`config.mk`:
```
export PLATFORM = sky130hd
export DESIGN_NAME = call_stack
export DESIGN_NICKNAME = d
export VERILOG_FILES = /design/src/rtl/call_stack.sv
export SDC_FILE = /design/constraint.sdc
export NUM_CORES = 1
export LEC_CHECK = 0
export ABC_AREA = 1
export BUFFER_PORTS_ARGS = -buffer_cell sky130_fd_sc_hd__buf_2
export CAP_MARGIN = 20
export CORE_ASPECT_RATIO = 1.2
export CORE_MARGIN = 3
export CORE_UTILIZATION = 50
export CTS_BUF_LIST = sky130_fd_sc_hd__clkbuf_8
export DETAILED_ROUTE_END_ITERATION = 8
export GPL_TIMING_DRIVEN = 0
export PLACE_DENSITY = 0.69
export SYNTH_ARGS = -nofsm -noshare
export SYNTH_HDL_FRONTEND = slang
export SYNTH_SLANG_ARGS = --single-unit
```
`constraint.sdc`:
```
create_clock -name clk -period 2.54 [get_ports clk]
set_input_delay 0.127 -clock clk [delete_from_list [all_inputs] [get_ports clk]]
set_output_delay 0.127 -clock clk [all_outputs]
set_load 0.05 [all_outputs]
```
`src/rtl/call_stack.sv`:
```
// call_stack: return-address stack built on a circular buffer.
// Optional feature macro: CALL_STACK_GUARD_EN
//   defined   -> a push while full is ignored; sticky overflow/underflow flags are live.
//   undefined -> a push while full overwrites the oldest entry; the flags read 0.
module call_stack #(
    parameter int ADDR_WIDTH = 10,
    parameter int DEPTH      = 8
) (
    input  logic                     clk,
    input  logic                     reset,
    input  logic                     push,
    input  logic                     pop,
    input  logic [ADDR_WIDTH-1:0]    in_data,
    input  logic                     clear_err,
    output logic [ADDR_WIDTH-1:0]    out_data,
    output logic [$clog2(DEPTH):0]   count,
    output logic                     empty,
    output logic                     full,
    output logic                     overflow,
    output logic                     underflow
);

    localparam int PW = $clog2(DEPTH);
    localparam int CW = PW + 1;
    localparam logic [CW-1:0] FULL_COUNT = CW'(DEPTH);

    // ptr names the next free slot; the live top sits one slot below it.
    logic [ADDR_WIDTH-1:0] mem [DEPTH];
    logic [PW-1:0]         ptr;
    logic [PW-1:0]         top_ptr;
    logic [PW-1:0]         ptr_next;
    logic [CW-1:0]         count_next;
    logic [PW-1:0]         write_addr;
    logic                  write_en;
    logic                  ovf_evt;
    logic                  unf_evt;

    assign top_ptr  = ptr - 1'b1;
    assign empty    = (count == '0);
    assign full     = (count == FULL_COUNT);
    assign out_data = empty ? '0 : mem[top_ptr];

    // Decode push/pop into a buffer write, the next pointer/count and error events.
    always_comb begin
        write_en   = 1'b0;
        write_addr = ptr;
        ptr_next   = ptr;
        count_next = count;
        ovf_evt    = 1'b0;
        unf_evt    = 1'b0;
        if (push && pop) begin
            if (empty) begin
                write_en   = 1'b1;
                write_addr = ptr;
                ptr_next   = ptr + 1'b1;
                count_next = count + 1'b1;
                unf_evt    = 1'b1;
            end else begin
                write_en   = 1'b1;
                write_addr = top_ptr;
            end
        end else if (push) begin
            if (!full) begin
                write_en   = 1'b1;
                write_addr = ptr;
                ptr_next   = ptr + 1'b1;
                count_next = count + 1'b1;
            end else begin
`ifdef CALL_STACK_GUARD_EN
                ovf_evt    = 1'b1;
`else
                write_en   = 1'b1;
                write_addr = ptr;
                ptr_next   = ptr + 1'b1;
`endif
            end
        end else if (pop) begin
            if (!empty) begin
                ptr_next   = ptr - 1'b1;
                count_next = count - 1'b1;
            end else begin
                unf_evt    = 1'b1;
            end
        end
    end

    // Pointer and count registers; reset clears them immediately.
    always_ff @(posedge clk or posedge reset) begin
        if (reset) begin
            ptr   <= '0;
            count <= '0;
        end else begin
            ptr   <= ptr_next;
            count <= count_next;
        end
    end

    // Buffer storage is never reset; a write coinciding with reset is dropped.
    always_ff @(posedge clk) begin
        if (write_en && !reset) begin
            mem[write_addr] <= in_data;
        end
    end

`ifdef CALL_STACK_GUARD_EN
    // Sticky error flags: an event at the edge beats a simultaneous clear.
    always_ff @(posedge clk or posedge reset) begin
        if (reset) begin
            overflow  <= 1'b0;
            underflow <= 1'b0;
        end else begin
            overflow  <= ovf_evt | (overflow & ~clear_err);
            underflow <= unf_evt | (underflow & ~clear_err);
        end
    end
`else
    logic unused_flag_inputs;
    assign unused_flag_inputs = ^{ovf_evt, unf_evt, clear_err};
    assign overflow  = 1'b0;
    assign underflow = 1'b0;
`endif

endmodule
```
# Word-level counts from Yosys, hierarchy flattened
# Memories as Yosys holds them, arrays and structs flattened.
# Cells that the tools add are included.
[totals] reg_bits=7 memories=1 output_inout_bits=18 elab_cells=35 ramBits=80 inputBits=15
[op_classes] eq_ne=4 n_mux=17 n_reduce_logical=7 addsub=4
[mem_list] memory="mem" depth=8 word_bits=10 rd=1 rd_clocked_by_memory_dff=0 wr=1 line_no="28" source="logic [ADDR_WIDTH-1:0] mem [DEPTH];"
[ops] operator="$mux 4" count=6
[ops] operator="$mux 3" count=6
[ops] operator="$mux 10" count=1
[ops] operator="$ne 3x2->1 const B" count=2
[ops] operator="$add 4x1->4 const B" count=1
[ops] operator="$eq 4x4->1 const B" count=1
[ops] operator="$logic_not 4->1" count=1
[ops] operator="$mux 1" count=4
[ops] operator="$reduce_and 4->1" count=1
[ops] operator="$sub 4x1->4 const B" count=1
[ops] operator="$add 3x1->3 const B" count=1
[ops] operator="$reduce_bool 3->1" count=1
[ops] operator="$sub 3x1->3 const B" count=1
[ops] operator="$logic_and 1x1->1" count=2
[ops] operator="$ne 2x2->1 const B" count=1
[ops] operator="$reduce_and 2->1" count=1
[ops] operator="$logic_not 1->1" count=1

# Longest topological paths before layout
[depth] word_depth=5 ltp_mapped=12 ltp_nobuf=10

# Least setup slack after synthesis
# No wires, ideal clock.
[synth_path] path_type="flip-flop to flip-flop" startpoint="register ptr[0]" endpoint="memory mem[3][0] (enable)" path_buffers=3 slack_ns=0.077 path_stages_with_launch=11 t_arrival_ns=2.087 setup_time_ns=0.376 cell_sequence="dfrtp_1 buf_4 inv_2 buf_2 ha_1 inv_2 clkbuf_1 nand3_1 nand2_1 nand2_1 nor2_1"
[synth_via] elab_chain_len=3
[synth_rtl] item="start, declared" line_no="29" source="logic [PW-1:0] ptr;"
[synth_rtl] item="start signal, assigned" line_no="93" source="ptr <= ptr_next;"
[synth_rtl] item="$sub 3x1->3" line_no="38" source="assign top_ptr = ptr - 1'b1;"
[synth_rtl] item="$mux 3" line_no="52" source="if (empty) begin"
[synth_rtl] item="$mux 3 (*)" line_no="51" source="if (push && pop) begin"
[synth_rtl] item="end, declared" line_no="28"
# Mark *: on every way between the ends. The rest lies on a longest branch, timed or not.

# Worst setup path in the final report
[layout_path] startpoint="register ptr[0]" endpoint="output out_data[0]"
[layout_via] elab_chain_len=3
[layout_rtl] item="$sub 3x1->3" line_no="38"
[layout_rtl] item="$mem_v2 8x10"
[layout_rtl] item="$mux 10" line_no="41" source="assign out_data = empty ? '0 : mem[top_ptr];"
[layout_rtl] item="end, declared" line_no="15" source="output logic [ADDR_WIDTH-1:0] out_data,"
# Every way passes these cells.

==> results.tsv <==
metric	value	unit
status	complete, no violations	
rows	35	
cp.arrival	2.27	ns
grt_pass1_wl	14200	um
end_kind	output pin	
core	7710	um2
start_util	0.517	
ys_types	28	
routed_wl	9530	um
die_x	87.5	um
drive_above_1_share	0.235	
min_from	in_data[7]	
setup_violations	0	
clock_path_buffers	2	
cts_inserted_buffers	9	
hold_depth	1	
num_io_pins	33	
cts.root.buffer_cell	clkbuf_8	
netlist_instances	397	
firstDrtPassIters	5	
gr-usage-all-layers	0.215	
skew	0.0147	ns
syn2layout_area_growth	19.1	%
diodes	0	
timing.final.crit_share	0.942	
timing.hold.ws	0.0292	ns
avgSynthCellArea	10.0	um2
fmax	418	MHz
synth_seq_cells	87	
nets	465	
tns	0	ns
regToRegStartpoint	count[0]$_DFFE_PP0P_	
grt_max_degree	15	
avgRoutedWirePerCell	17.5	um
clk_pin_slew	0.09	ns
dp_hpwl	5920	um
drv_cap	0	
finalMaxSlewViolations	0	
placed_area	4270	um2
antenna_left	0	
final_common_cell	nor2_1	
syn_area	3990	um2
vias	2955	
yosys-top-cells-area	edfxtp_1 60%, nor2_1 11%, nand2_1 6.9%	
fin_crit	2.39	ns
hp-class	in2reg	
mostFrequentLayoutCells	95 x nor2_1, 80 x edfxtp_1, 73 x nand2_1, 32 x o21ai_0, 26 x buf_2	
drt_iter0_markers	282	
drc_errors	0	
cts_tree	done	
yosys.area.top_type_share	0.602	
gp_congestion	0.853	
r2r_setup_slack	0.17	ns
synth.largest_area_cell	edfxtp_1	
viasPerCell	5.44	
fillCellCount	610	
reg2reg_depth	8	
path_max_fanout	10	
reg2reg_to	mem[5][0]$_DFFE_PP_	
yosysWarnings	0	
worstSetupPathType	reg2out	
cts.sinks	87	
hold_path_end	mem[7][7]$_DFFE_PP_	
hold_viol_final	0	
die_area	9090	um2
postLayoutCellArea	4750	um2
antenna_found_initial	0	
chipHeight	104	um
startpoint_type	flip-flop	
htreeDepth	3	
overflow	0	
clock_latency	0.36	ns
yosysSeqAreaShare	0.646	
worst-endpoint-required	2.41	ns
grt_pass1_vias	2719	
numPortBuffers	29	
==> repair_timing <==
item / CTS / global route
resized for setup: 51 / 17
buffers inserted: 4 / 1
pin swaps: 4 / 1
hold buffers: 1 / 0
endpoints found under the setup margin: 90 / 65
hold endpoints to repair: 7 / 0
==> synthesized netlist by cell type <==
cell type / number
inv_2: 7
buf_1: 2
nand3_2: 1
buf_4: 4
dfrtp_1: 7
buf_2: 10
nand3_1: 24
xor2_2: 1
nand2_2: 2
edfxtp_1: 80
ha_1: 4
buf_6: 1
clkbuf_1: 2
nand2_4: 2
o21ai_2: 1
o21ai_1: 11
nor2_4: 1
nand4_1: 3
inv_1: 9
conb_1: 1
nor2_2: 1
clkbuf_2: 2
xor2_1: 2
nor2_1: 112
o21ai_0: 32
nand2_1: 73
xnor2_1: 1
nand3_4: 1
==> kinds of logic (layout without fill, tap and decap cells) <==
family / after synthesis / in the layout / synth area share
and+or+nand+nor: 220 / 220 / 0.229
DFF: 87 / 87 / 0.646
AOI/OAI and AO/OA: 44 / 44 / 0.0562
buffers and inverters: 37 / 90 / 0.0442
adders and majority gates: 4 / 4 / 0.0126
xor gates and xnor gates: 4 / 4 / 0.0107
other: 1 / 2 / 0.000940
==> how the worst max path moves through the flow <==
stage / start / end
3_5_place_dp: ptr[0]$_DFFE_PP0P_ / mem[2][3]$_DFFE_PP_
5_1_grt: ptr[0]$_DFFE_PP0P_ / out_data[5]
3_3_place_gp: ptr[0]$_DFFE_PP0P_ / mem[7][1]$_DFFE_PP_
2_1_floorplan: ptr[0]$_DFFE_PP0P_ / mem[3][0]$_DFFE_PP_
6_report: ptr[0]$_DFFE_PP0P_ / out_data[0]
4_1_cts: ptr[0]$_DFFE_PP0P_ / out_data[9]
==> routing by layer <==
layer,part of all wire,vias up,global-route usage
met1,0.42,1367,0.302
li1,-,1416,-
met4,0.044,0,0.111
met5,0,-,0
met3,0.074,32,0.0374
met2,0.46,140,0.319
==> critical path: stages (launching register included) <==
cell	delay [ns]
dfrtp_1	0.38
buf_6	0.13
inv_4	0.06
buf_8	0.15
ha_4	0.28
inv_2	0.08
buf_8	0.16
nor2_1	0.09
o21ai_0	0.09
nand3_1	0.10
nand2_1	0.06
nor2_2	0.16
buf_6	0.18
==> registers in the layout, summed over array words and instances, names as in the netlist <==
name,cells
mem,80
ptr,3
count,4
==> final cells by class <==
class,count,area [um2],share of cell area
buffer,21,165,0.0348
clock buffer,9,124,0.0261
clock inverter,7,63.8,0.0134
inverter,16,62.6,0.0132
multi-input combinational,274,1340,0.282
sequential,87,2580,0.543
tap,92,115,0.0242
timing repair buffer,37,303,0.0638
==> per-stage QoR <==
step           worst slack (ns)  utilization  cells
2_1_floorplan            0.0772            -    398
3_3_place_gp             -0.924        0.552    519
3_5_place_dp             -0.805        0.555    521
4_1_cts                  0.0367        0.607    542
5_1_grt                 -0.0214        0.616    543
6_report                  0.147        0.616    543
Power is not shown: default switching activity piles up to over one toggle a cycle in this logic, so the estimate is an artifact.
